--- src/rtl/chase_game_ctrl.sv ---
// Game logic for the cat/dog/rat chase on the 8x8 dot-matrix: patrol, rat steering, crossings, progress bar.
// Optional macro DEBOUNCE_EN adds a DEB_MS-cycle stability filter on every button.
module chase_game_ctrl #(
  parameter int CAT_PERIOD = 300,
  parameter int DOG_PERIOD = 500,
  parameter int HIT_MS     = 1000
`ifdef DEBOUNCE_EN
  , parameter int DEB_MS   = 20
`endif
) (
  input  logic        clk_1kHz,
  input  logic        rst,
  input  logic        btn_left,
  input  logic        btn_right,
  input  logic        btn_go,
  output logic [7:0]  colred_cat,
  output logic [7:0]  colgreen_dog,
  output logic [7:0]  col_rat,
  output logic [15:0] led
);

  typedef enum logic [1:0] {IDLE, PLAY, HIT, WIN} state_t;

  localparam int CAT_W = $clog2(CAT_PERIOD);
  localparam int DOG_W = $clog2(DOG_PERIOD);
  localparam int HIT_W = $clog2(HIT_MS);

  logic [2:0] btn_raw;
  logic [2:0] sync1, sync2, edge_ref, pulse;
  logic       left_p, right_p, go_p;

  assign btn_raw = {btn_go, btn_right, btn_left};

  always_ff @(posedge clk_1kHz) begin
    if (rst) begin
      sync1 <= '0;
      sync2 <= '0;
    end else begin
      sync1 <= btn_raw;
      sync2 <= sync1;
    end
  end

`ifdef DEBOUNCE_EN
  localparam int DEB_W = (DEB_MS > 1) ? $clog2(DEB_MS) : 1;

  logic [DEB_W-1:0] deb_cnt [3];
  logic [2:0]       stable;

  // A level is accepted only after it has differed from the accepted one for DEB_MS cycles in a row.
  always_ff @(posedge clk_1kHz) begin
    for (int i = 0; i < 3; i++) begin
      if (rst) begin
        deb_cnt[i] <= '0;
        stable[i]  <= 1'b0;
      end else if (sync2[i] == stable[i]) begin
        deb_cnt[i] <= '0;
      end else if (deb_cnt[i] == DEB_W'(DEB_MS - 1)) begin
        deb_cnt[i] <= '0;
        stable[i]  <= sync2[i];
      end else begin
        deb_cnt[i] <= deb_cnt[i] + 1'b1;
      end
    end
  end

  always_ff @(posedge clk_1kHz) begin
    if (rst) edge_ref <= '0;
    else     edge_ref <= stable;
  end

  assign pulse = stable & ~edge_ref;
`else
  always_ff @(posedge clk_1kHz) begin
    if (rst) edge_ref <= '0;
    else     edge_ref <= sync2;
  end

  assign pulse = sync2 & ~edge_ref;
`endif

  assign left_p  = pulse[0];
  assign right_p = pulse[1];
  assign go_p    = pulse[2];

  function automatic logic [7:0] pos_mask(input logic [2:0] pos);
    return 8'b0000_0011 << pos;
  endfunction

  // Returns {new_dir_up, new_pos}; the 2-wide block bounces off columns 0 and 6.
  function automatic logic [3:0] step_pos(input logic [2:0] pos, input logic up);
    if (up) return (pos == 3'd6) ? {1'b0, 3'd5} : {1'b1, pos + 3'd1};
    else    return (pos == 3'd0) ? {1'b1, 3'd1} : {1'b0, pos - 3'd1};
  endfunction

  state_t           state, state_n;
  logic [2:0]       cat_pos, cat_pos_n, dog_pos, dog_pos_n, rat_pos, rat_pos_n;
  logic             cat_up, cat_up_n, dog_up, dog_up_n;
  logic [CAT_W-1:0] cat_tmr, cat_tmr_n;
  logic [DOG_W-1:0] dog_tmr, dog_tmr_n;
  logic [HIT_W-1:0] hit_cnt, hit_cnt_n;
  logic [15:0]      led_n;
  logic             overlap;

  always_ff @(posedge clk_1kHz) begin
    if (rst) state <= IDLE;
    else     state <= state_n;
  end

  // Overlap is judged on the patterns currently on display, before any same-cycle move.
  always_comb begin
    state_n   = state;
    cat_pos_n = cat_pos;
    cat_up_n  = cat_up;
    dog_pos_n = dog_pos;
    dog_up_n  = dog_up;
    rat_pos_n = rat_pos;
    cat_tmr_n = cat_tmr;
    dog_tmr_n = dog_tmr;
    hit_cnt_n = '0;
    led_n     = led;
    overlap   = |(col_rat & (colred_cat | colgreen_dog));

    if (state == PLAY || state == HIT) begin
      if (cat_tmr == CAT_W'(CAT_PERIOD - 1)) begin
        cat_tmr_n             = '0;
        {cat_up_n, cat_pos_n} = step_pos(cat_pos, cat_up);
      end else begin
        cat_tmr_n = cat_tmr + 1'b1;
      end
      if (dog_tmr == DOG_W'(DOG_PERIOD - 1)) begin
        dog_tmr_n             = '0;
        {dog_up_n, dog_pos_n} = step_pos(dog_pos, dog_up);
      end else begin
        dog_tmr_n = dog_tmr + 1'b1;
      end
    end

    case (state)
      IDLE: begin
        if (go_p) state_n = PLAY;
      end
      PLAY: begin
        if (go_p) begin
          if (overlap) begin
            led_n   = {1'b0, led[15:1]};
            state_n = HIT;
          end else begin
            led_n = {led[14:0], 1'b1};
            if (led_n == 16'hffff) state_n = WIN;
          end
        end else if (left_p && !right_p) begin
          if (rat_pos != 3'd0) rat_pos_n = rat_pos - 3'd1;
        end else if (right_p && !left_p) begin
          if (rat_pos != 3'd6) rat_pos_n = rat_pos + 3'd1;
        end
      end
      HIT: begin
        if (hit_cnt == HIT_W'(HIT_MS - 1)) begin
          rat_pos_n = 3'd3;
          state_n   = PLAY;
        end else begin
          hit_cnt_n = hit_cnt + 1'b1;
        end
      end
      WIN: begin
        if (go_p) begin
          led_n     = '0;
          cat_pos_n = 3'd0;
          cat_up_n  = 1'b1;
          dog_pos_n = 3'd6;
          dog_up_n  = 1'b0;
          rat_pos_n = 3'd3;
          cat_tmr_n = '0;
          dog_tmr_n = '0;
          state_n   = PLAY;
        end
      end
      default: state_n = IDLE;
    endcase
  end

  always_ff @(posedge clk_1kHz) begin
    if (rst) begin
      cat_pos      <= 3'd0;
      cat_up       <= 1'b1;
      dog_pos      <= 3'd6;
      dog_up       <= 1'b0;
      rat_pos      <= 3'd3;
      cat_tmr      <= '0;
      dog_tmr      <= '0;
      hit_cnt      <= '0;
      led          <= '0;
      colred_cat   <= 8'h03;
      colgreen_dog <= 8'hC0;
      col_rat      <= 8'h18;
    end else begin
      cat_pos      <= cat_pos_n;
      cat_up       <= cat_up_n;
      dog_pos      <= dog_pos_n;
      dog_up       <= dog_up_n;
      rat_pos      <= rat_pos_n;
      cat_tmr      <= cat_tmr_n;
      dog_tmr      <= dog_tmr_n;
      hit_cnt      <= hit_cnt_n;
      led          <= led_n;
      colred_cat   <= pos_mask(cat_pos_n);
      colgreen_dog <= pos_mask(dog_pos_n);
      col_rat      <= (state_n == HIT) ? 8'h00 : pos_mask(rat_pos_n);
    end
  end

endmodule

--- config.mk ---
export PLATFORM = sky130hd
export DESIGN_NAME = chase_game_ctrl
export DESIGN_NICKNAME = d
export VERILOG_FILES = /design/src/rtl/chase_game_ctrl.sv
export SDC_FILE = /design/constraint.sdc
export NUM_CORES = 1
export LEC_CHECK = 0
export BUFFER_PORTS_ARGS = -buffer_cell sky130_fd_sc_hd__buf_4
export CAP_MARGIN = 30
export CORE_ASPECT_RATIO = 1.25
export CORE_UTILIZATION = 25
export DETAILED_ROUTE_END_ITERATION = 10
export PLACE_DENSITY = 0.48
export SYNTH_ARGS = -nofsm -noshare
export SYNTH_HDL_FRONTEND = slang
export SYNTH_SLANG_ARGS = --single-unit
--- constraint.sdc ---
create_clock -name clk_1kHz -period 3.27 [get_ports clk_1kHz]
set_input_delay 0.1635 -clock clk_1kHz [delete_from_list [all_inputs] [get_ports clk_1kHz]]
set_output_delay 0.1635 -clock clk_1kHz [all_outputs]
set_load 0.005 [all_outputs]
== Word level (Yosys, flattened, before mapping) ==
Cells that the tools add are included.
Storage, ports and cells
  logic and storage cells: 111
  output and inout bits: 40
  input port bits: 5
  bits in registers: 90
Cells by class
  shift-type cells: 3
  mux-type cells: 49
  $add $sub $neg: 9
  reductions and logical operators: 15
  bitwise operators: 5
  eq/ne operators: 13
Operators by type and width (count)
  $mux W9: 8
  $mux W16: 3
  $mux W3: 15
  $pmux W16 S2: 1
  $mux W4: 6
  $shl A2 B3 Y8 const A: 3
  $add A9 B1 Y9 const B: 2
  $eq A9 B9 Y1 const B: 2
  $eq A15 B15 Y1 const B: 1
  $add A10 B1 Y10 const B: 1
  $eq A10 B10 Y1 const B: 1
  $mux W2: 5
  $add A3 B1 Y3 const B: 3
  $pmux W3 S3: 1
  $sub A3 B1 Y3 const B: 3
  $and A8 B8 Y8: 1
  $mux W1: 8
  $or A8 B8 Y8: 1
  $reduce_or A8 Y1: 1
  $eq A2 B2 Y1 const B: 3
  $eq A3 B3 Y1 const B: 2
  $logic_not A3 Y1: 2
  $pmux W2 S3: 1
  $mux W5: 1
  other kinds (15): 19

== Logic depth before layout (Yosys ltp) ==
  word-level depth: 10
  depth in mapped cells: 12

== Worst setup path after synthesis ==
OpenSTA, ideal clock, no wires.
  path kind: reg2reg
  start point: reg state[0]
  end point: reg colred_cat[6]
  cell stages (with the launch flop): 11
  slack: 0.854 ns
  path buffers: 1
  arrival: 2.300 ns
  cell sequence: dfxtp_1 -> inv_1 -> ha_1 -> nand3_1 -> or3_1 -> buf_6 -> o21a_1 -> o21ai_4 -> inv_1 -> ha_1 -> and3_2
On the way
  longest elaborated chain between the ends: 6
  elaborated cells between the ends (all ways): 8
RTL lines
  from (decl): line 96  | state_t state, state_n;
  from (signal assigned): line 107  | else state <= state_n;
  $eq A2 B1 Y1 or $eq A2 B2 Y1 (tied branches): line 124  | if (state == PLAY || state == HIT) begin
  $logic_or A1 B1 Y1: line 124
  $mux W3: line 124
  $mux W3: line 167  | if (go_p) begin
  $mux W3 (*): line 139  | case (state)
  named net cat_pos_n[1]: line 97  | logic [2:0] cat_pos, cat_pos_n, dog_pos, dog_pos_n, rat_pos, rat_pos_n;
  $shl A2 B3 Y8 (*): line 87  | return 8'b0000_0011 << pos;
  to (signal assigned): line 207  | colred_cat <= pos_mask(cat_pos_n);
  to (decl): line 16  | output logic [7:0] colred_cat,
Mark *: on every way through the listed nets, which the timed path passes. The rest lies on a longest branch.
A chain may end at the register's enable or synchronous reset.

== Final worst setup path ==
  start point: reg state[1]
  end point: reg colred_cat[6]
Same word-level chain as after synthesis.

==> summary.md <==
| Metric | Value |
|---|---|
| Status | completed |
| DP HPWL | 7.26 mm |
| FFs w/ async S/R, synth | 0% |
| Largest clock skew in the final design | 0.00876 ns |
| Number of nets with antenna violations after detailed routing | 0 |
| Worst setup path category | flip-flop to flip-flop |
| Leak pwr | 2.03 nW |
| Count of mapped cells out of synthesis | 452 |
| Setup crit start kind | flip-flop |
| Relative contribution of the clock network to total power | 43.2% |
| Average instance area after synthesis | about 9.1 sq um |
| Syn Nets | 478 |
| Top-level I/O count | 45 |
| Syn-to-layout area delta | 21.4% |
| CTS clock-pin slew for the worst setup and hold paths | approximately 0.07 ns |
| Number of hold-repair buffers added at the cts stage | 0 |
| Detailed-router iteration count before antenna repair | 4 |
| Post-synthesis sequential element count | 90 |
| Required time of the worst setup path | roughly 3.5 ns |
| Crit Path Max Fanout | 8 |
| Uppermost routed layer | met4 |
| M1 wire length | 4.36 mm |
| Slew Limit Fails | 0 |
| Power Internal | 0.00194 W |
| Antenna violations before repair | 0 |
| Slew at the pin closest to its max-slew limit | around 0.78 ns |
| Congestion Overflow GR | 0 |
| Post-layout minimum cycle time | 2.80 ns |
| Netlist Area Pre-Place | slightly above 4000 sq um |
| Die Y-Extent | about 150 um |
| Register area share after synthesis | 43.7% |
| Bufs on Longest Clock Path | 2 |
| Routed met2 length | 4.74 mm |
| Amount of wire on met3 after detailed routing | 446 um |
| Core Rows | 52 |
| Area contributors post-synth | sky130_fd_sc_hd__dfxtp_1 (44%), sky130_fd_sc_hd__ha_1 (6.4%), sky130_fd_sc_hd__nor2_1 (5.3%) |
| Clk sinks | 90 |
| Depth of the CTS H-tree | 3 |
| Wire length reported by the detailed router | 9.75 mm |
| Yosys cell types | 59 |
| Clock tree from TritonCTS | yes |
| Commonest cells after routing, fill and taps aside | sky130_fd_sc_hd__dfxtp_1 (90), sky130_fd_sc_hd__nor2_1 (58), sky130_fd_sc_hd__buf_4 (49) |
| Global-route wire length before repair | 15.8 mm |
| P_sw | between 0.0006 and 0.0007 W |
| Share of post-route cells with drive strength above 1 | 18.8% |
| Power per cell area | 512 nW/um^2 |
| Classification of the worst-slack hold path | input pin to flip-flop |
| Die Footprint | between 15000 and 20000 sq um |
| Peak VDD IR | 0.262 mV |
| Master cell of the clock root buffer | sky130_fd_sc_hd__clkbuf_16 |
| CTS Buf Count | 9 |
| Top cell type's share of synthesized area | 43.7% |
| Max cap viols | 0 |
| WL/cell | 13.6 um |
| Number of buffer cells added on primary ports | 44 |
| EDFF count, synth | 0 |
| GR Util All Layers | 12.1% |
| Highest Clock Rate | ~0.36 GHz |
| Number of vias after detailed routing | 3255 |
| DRC violations left | 0 |
| Share of total power consumed by net switching | about 24% |
| Post-CTS Setup Bufs | 0 |
| Crit path DAT | 3.04 ns |
| DRT iter0 DRCs | 167 |
| Initial Util | between 20% and 30% |
| Gate power share | 11.5% |
| Via count of the first global-routing pass | 3159 |
| Final standard cell utilization of the core | 31.0% |
| Floorplan die width | 117 um |
| Number of vias per cell | 4.55 |
| Unrepaired setup endpoints after global routing | false |
| Most frequent standard cell in the layout excluding fill and tap cells | sky130_fd_sc_hd__dfxtp_1 |
| Library cell occupying the most area in the post-synthesis netlist | sky130_fd_sc_hd__dfxtp_1 |
| Hold Vio Cnt, Final | 0 |
| Number of fillers in the final layout | 1730 |
| Pin count of the biggest net entering global routing | 48 |
| Clock Latency Late Sink | 0.35 ns |
| Yosys Warn Count | 0 |
| Relative slew slack | 47.8% |
| Ratio of final minimum period to clock period | 85.8% |
| Final setup fails | 0 |
| CP endpoint kind | flip-flop |
| Total negative slack | 0 ns |
| Predominant post-synthesis flop cell | sky130_fd_sc_hd__dfxtp_1 |
| Final Net Count | 520 |
| Register share of total power | 45.4% |
| Routability cong. | slightly above 0.8 |
| Placeable core region | 16100 sq um |
| Ant. Diodes | 0 |
| CTS-repair resized insts | 0 |
## cells in the mapped netlist (2+ instances only)
| cell type | number |
|---|---|
| sky130_fd_sc_hd__dfxtp_1 | 90 |
| sky130_fd_sc_hd__nor2_1 | 58 |
| sky130_fd_sc_hd__inv_1 | 24 |
| sky130_fd_sc_hd__nand2_1 | 23 |
| sky130_fd_sc_hd__o21ai_0 | 22 |
| sky130_fd_sc_hd__ha_1 | 21 |
| sky130_fd_sc_hd__xor2_1 | 16 |
| sky130_fd_sc_hd__a22oi_1 | 15 |
| sky130_fd_sc_hd__clkbuf_1 | 15 |
| sky130_fd_sc_hd__mux2_2 | 15 |
| sky130_fd_sc_hd__nand3_1 | 14 |
| sky130_fd_sc_hd__nand4_1 | 13 |
| sky130_fd_sc_hd__nor2b_1 | 12 |
| sky130_fd_sc_hd__a21oi_1 | 10 |
| sky130_fd_sc_hd__and3_1 | 8 |
| sky130_fd_sc_hd__nor3_1 | 8 |
| sky130_fd_sc_hd__xnor2_1 | 8 |
| sky130_fd_sc_hd__mux2i_1 | 7 |
| sky130_fd_sc_hd__and2_1 | 5 |
| sky130_fd_sc_hd__nand2b_1 | 5 |
| sky130_fd_sc_hd__nor4_1 | 5 |
| sky130_fd_sc_hd__a21o_1 | 4 |
| sky130_fd_sc_hd__o211ai_1 | 4 |
| sky130_fd_sc_hd__or3_1 | 4 |
| sky130_fd_sc_hd__nor4b_1 | 3 |
| sky130_fd_sc_hd__or2_2 | 3 |
| sky130_fd_sc_hd__a221o_1 | 2 |
| sky130_fd_sc_hd__a31oi_1 | 2 |
| sky130_fd_sc_hd__a32oi_1 | 2 |
| sky130_fd_sc_hd__nand4b_1 | 2 |
| sky130_fd_sc_hd__o21a_1 | 2 |
| sky130_fd_sc_hd__o21ai_4 | 2 |
| sky130_fd_sc_hd__o31ai_1 | 2 |
## worst paths after layout
kind                               start            end  slack (ns)  cells past startpoint
worst min register to register  sync1[1]       sync2[1]        0.44                      1
worst min-delay path            btn_left       sync1[0]        0.02                      2
worst max register to register  state[1]  colred_cat[6]        0.47                      9
worst max-delay path            state[1]  colred_cat[6]        0.47                      9
## worst max-delay path: stages, from the launching register on
cell,delay [ns]
sky130_fd_sc_hd__dfxtp_1,0.39
sky130_fd_sc_hd__inv_1,0.11
sky130_fd_sc_hd__ha_1,0.46
sky130_fd_sc_hd__nand3_1,0.13
sky130_fd_sc_hd__or3_1,0.55
sky130_fd_sc_hd__o21a_1,0.27
sky130_fd_sc_hd__o21ai_4,0.23
sky130_fd_sc_hd__inv_1,0.08
sky130_fd_sc_hd__ha_1,0.30
sky130_fd_sc_hd__and3_2,0.17
## sequential cells by signal, summed over array words and instances (netlist names)
name and cells:
hit_cnt 10, colgreen_dog 8, dog_pos 3, edge_ref 3, col_rat 8, rat_pos 3, colred_cat 8, sync1 3
led 16, dog_up 1, sync2 3, dog_tmr 9, state 2, cat_tmr 9, cat_pos 3, cat_up 1
## layer usage
| layer | vias up | GRT usage [%] |
|---|---|---|
| met5 | - | 0 |
| li1 | 1661 | - |
| met3 | 15 | 3.04 |
| met2 | 58 | 19.9 |
| met1 | 1521 | 14.3 |
| met4 | 0 | 6.08 |
## kinds of logic after synthesis
group | count (synthesis) | share of synthesized area (%)
AOI/OAI and AO/OA | 77 | 12.9
xor gates and xnor gates | 24 | 5.10
adders and majority gates | 22 | 6.61
buffers and inverters | 42 | 4.03
DFF | 90 | 43.7
muxes | 22 | 5.79
and+or+nand+nor | 175 | 21.9
## power groups by stage
stage	Sequential (W)	Clock [W]	Combinational [W]
after floorplan	0.00118	0	0.000205
after global placement	0.00119	0	0.000292
after detailed placement	0.00119	0	0.000296
after CTS	0.00116	0.00115	0.000296
after global routing	0.00117	0.00119	0.000329
final	0.00116	0.00111	0.000294
## per-stage QoR
step	cell area (sq um)	hold slack (ns)	total power, W	instances	setup WS (ns)
6_report	5010	0.0246	0.00256	715	0.465
2_1_floorplan	4130	0.292	0.00139	452	0.854
3_5_place_dp	4690	0.381	0.00148	699	0.471
3_3_place_gp	4690	0.377	0.00148	699	0.574
4_1_cts	5010	0.00959	0.00261	715	0.460
5_1_grt	5010	0.0199	0.00268	715	0.294
## cell type report
class                   instances  area (sq um)  area share [%]
flip-flops and latches         90          1800            36.0
repair buffers                 49           368            7.35
multi-input cells             320          2160            43.1
well taps                     216           270            5.40
inverters                      24          90.1            1.80
clock inverters                 6          91.3            1.82
clock buffers                  10           229            4.57
Power figures use the tool's default switching activity.
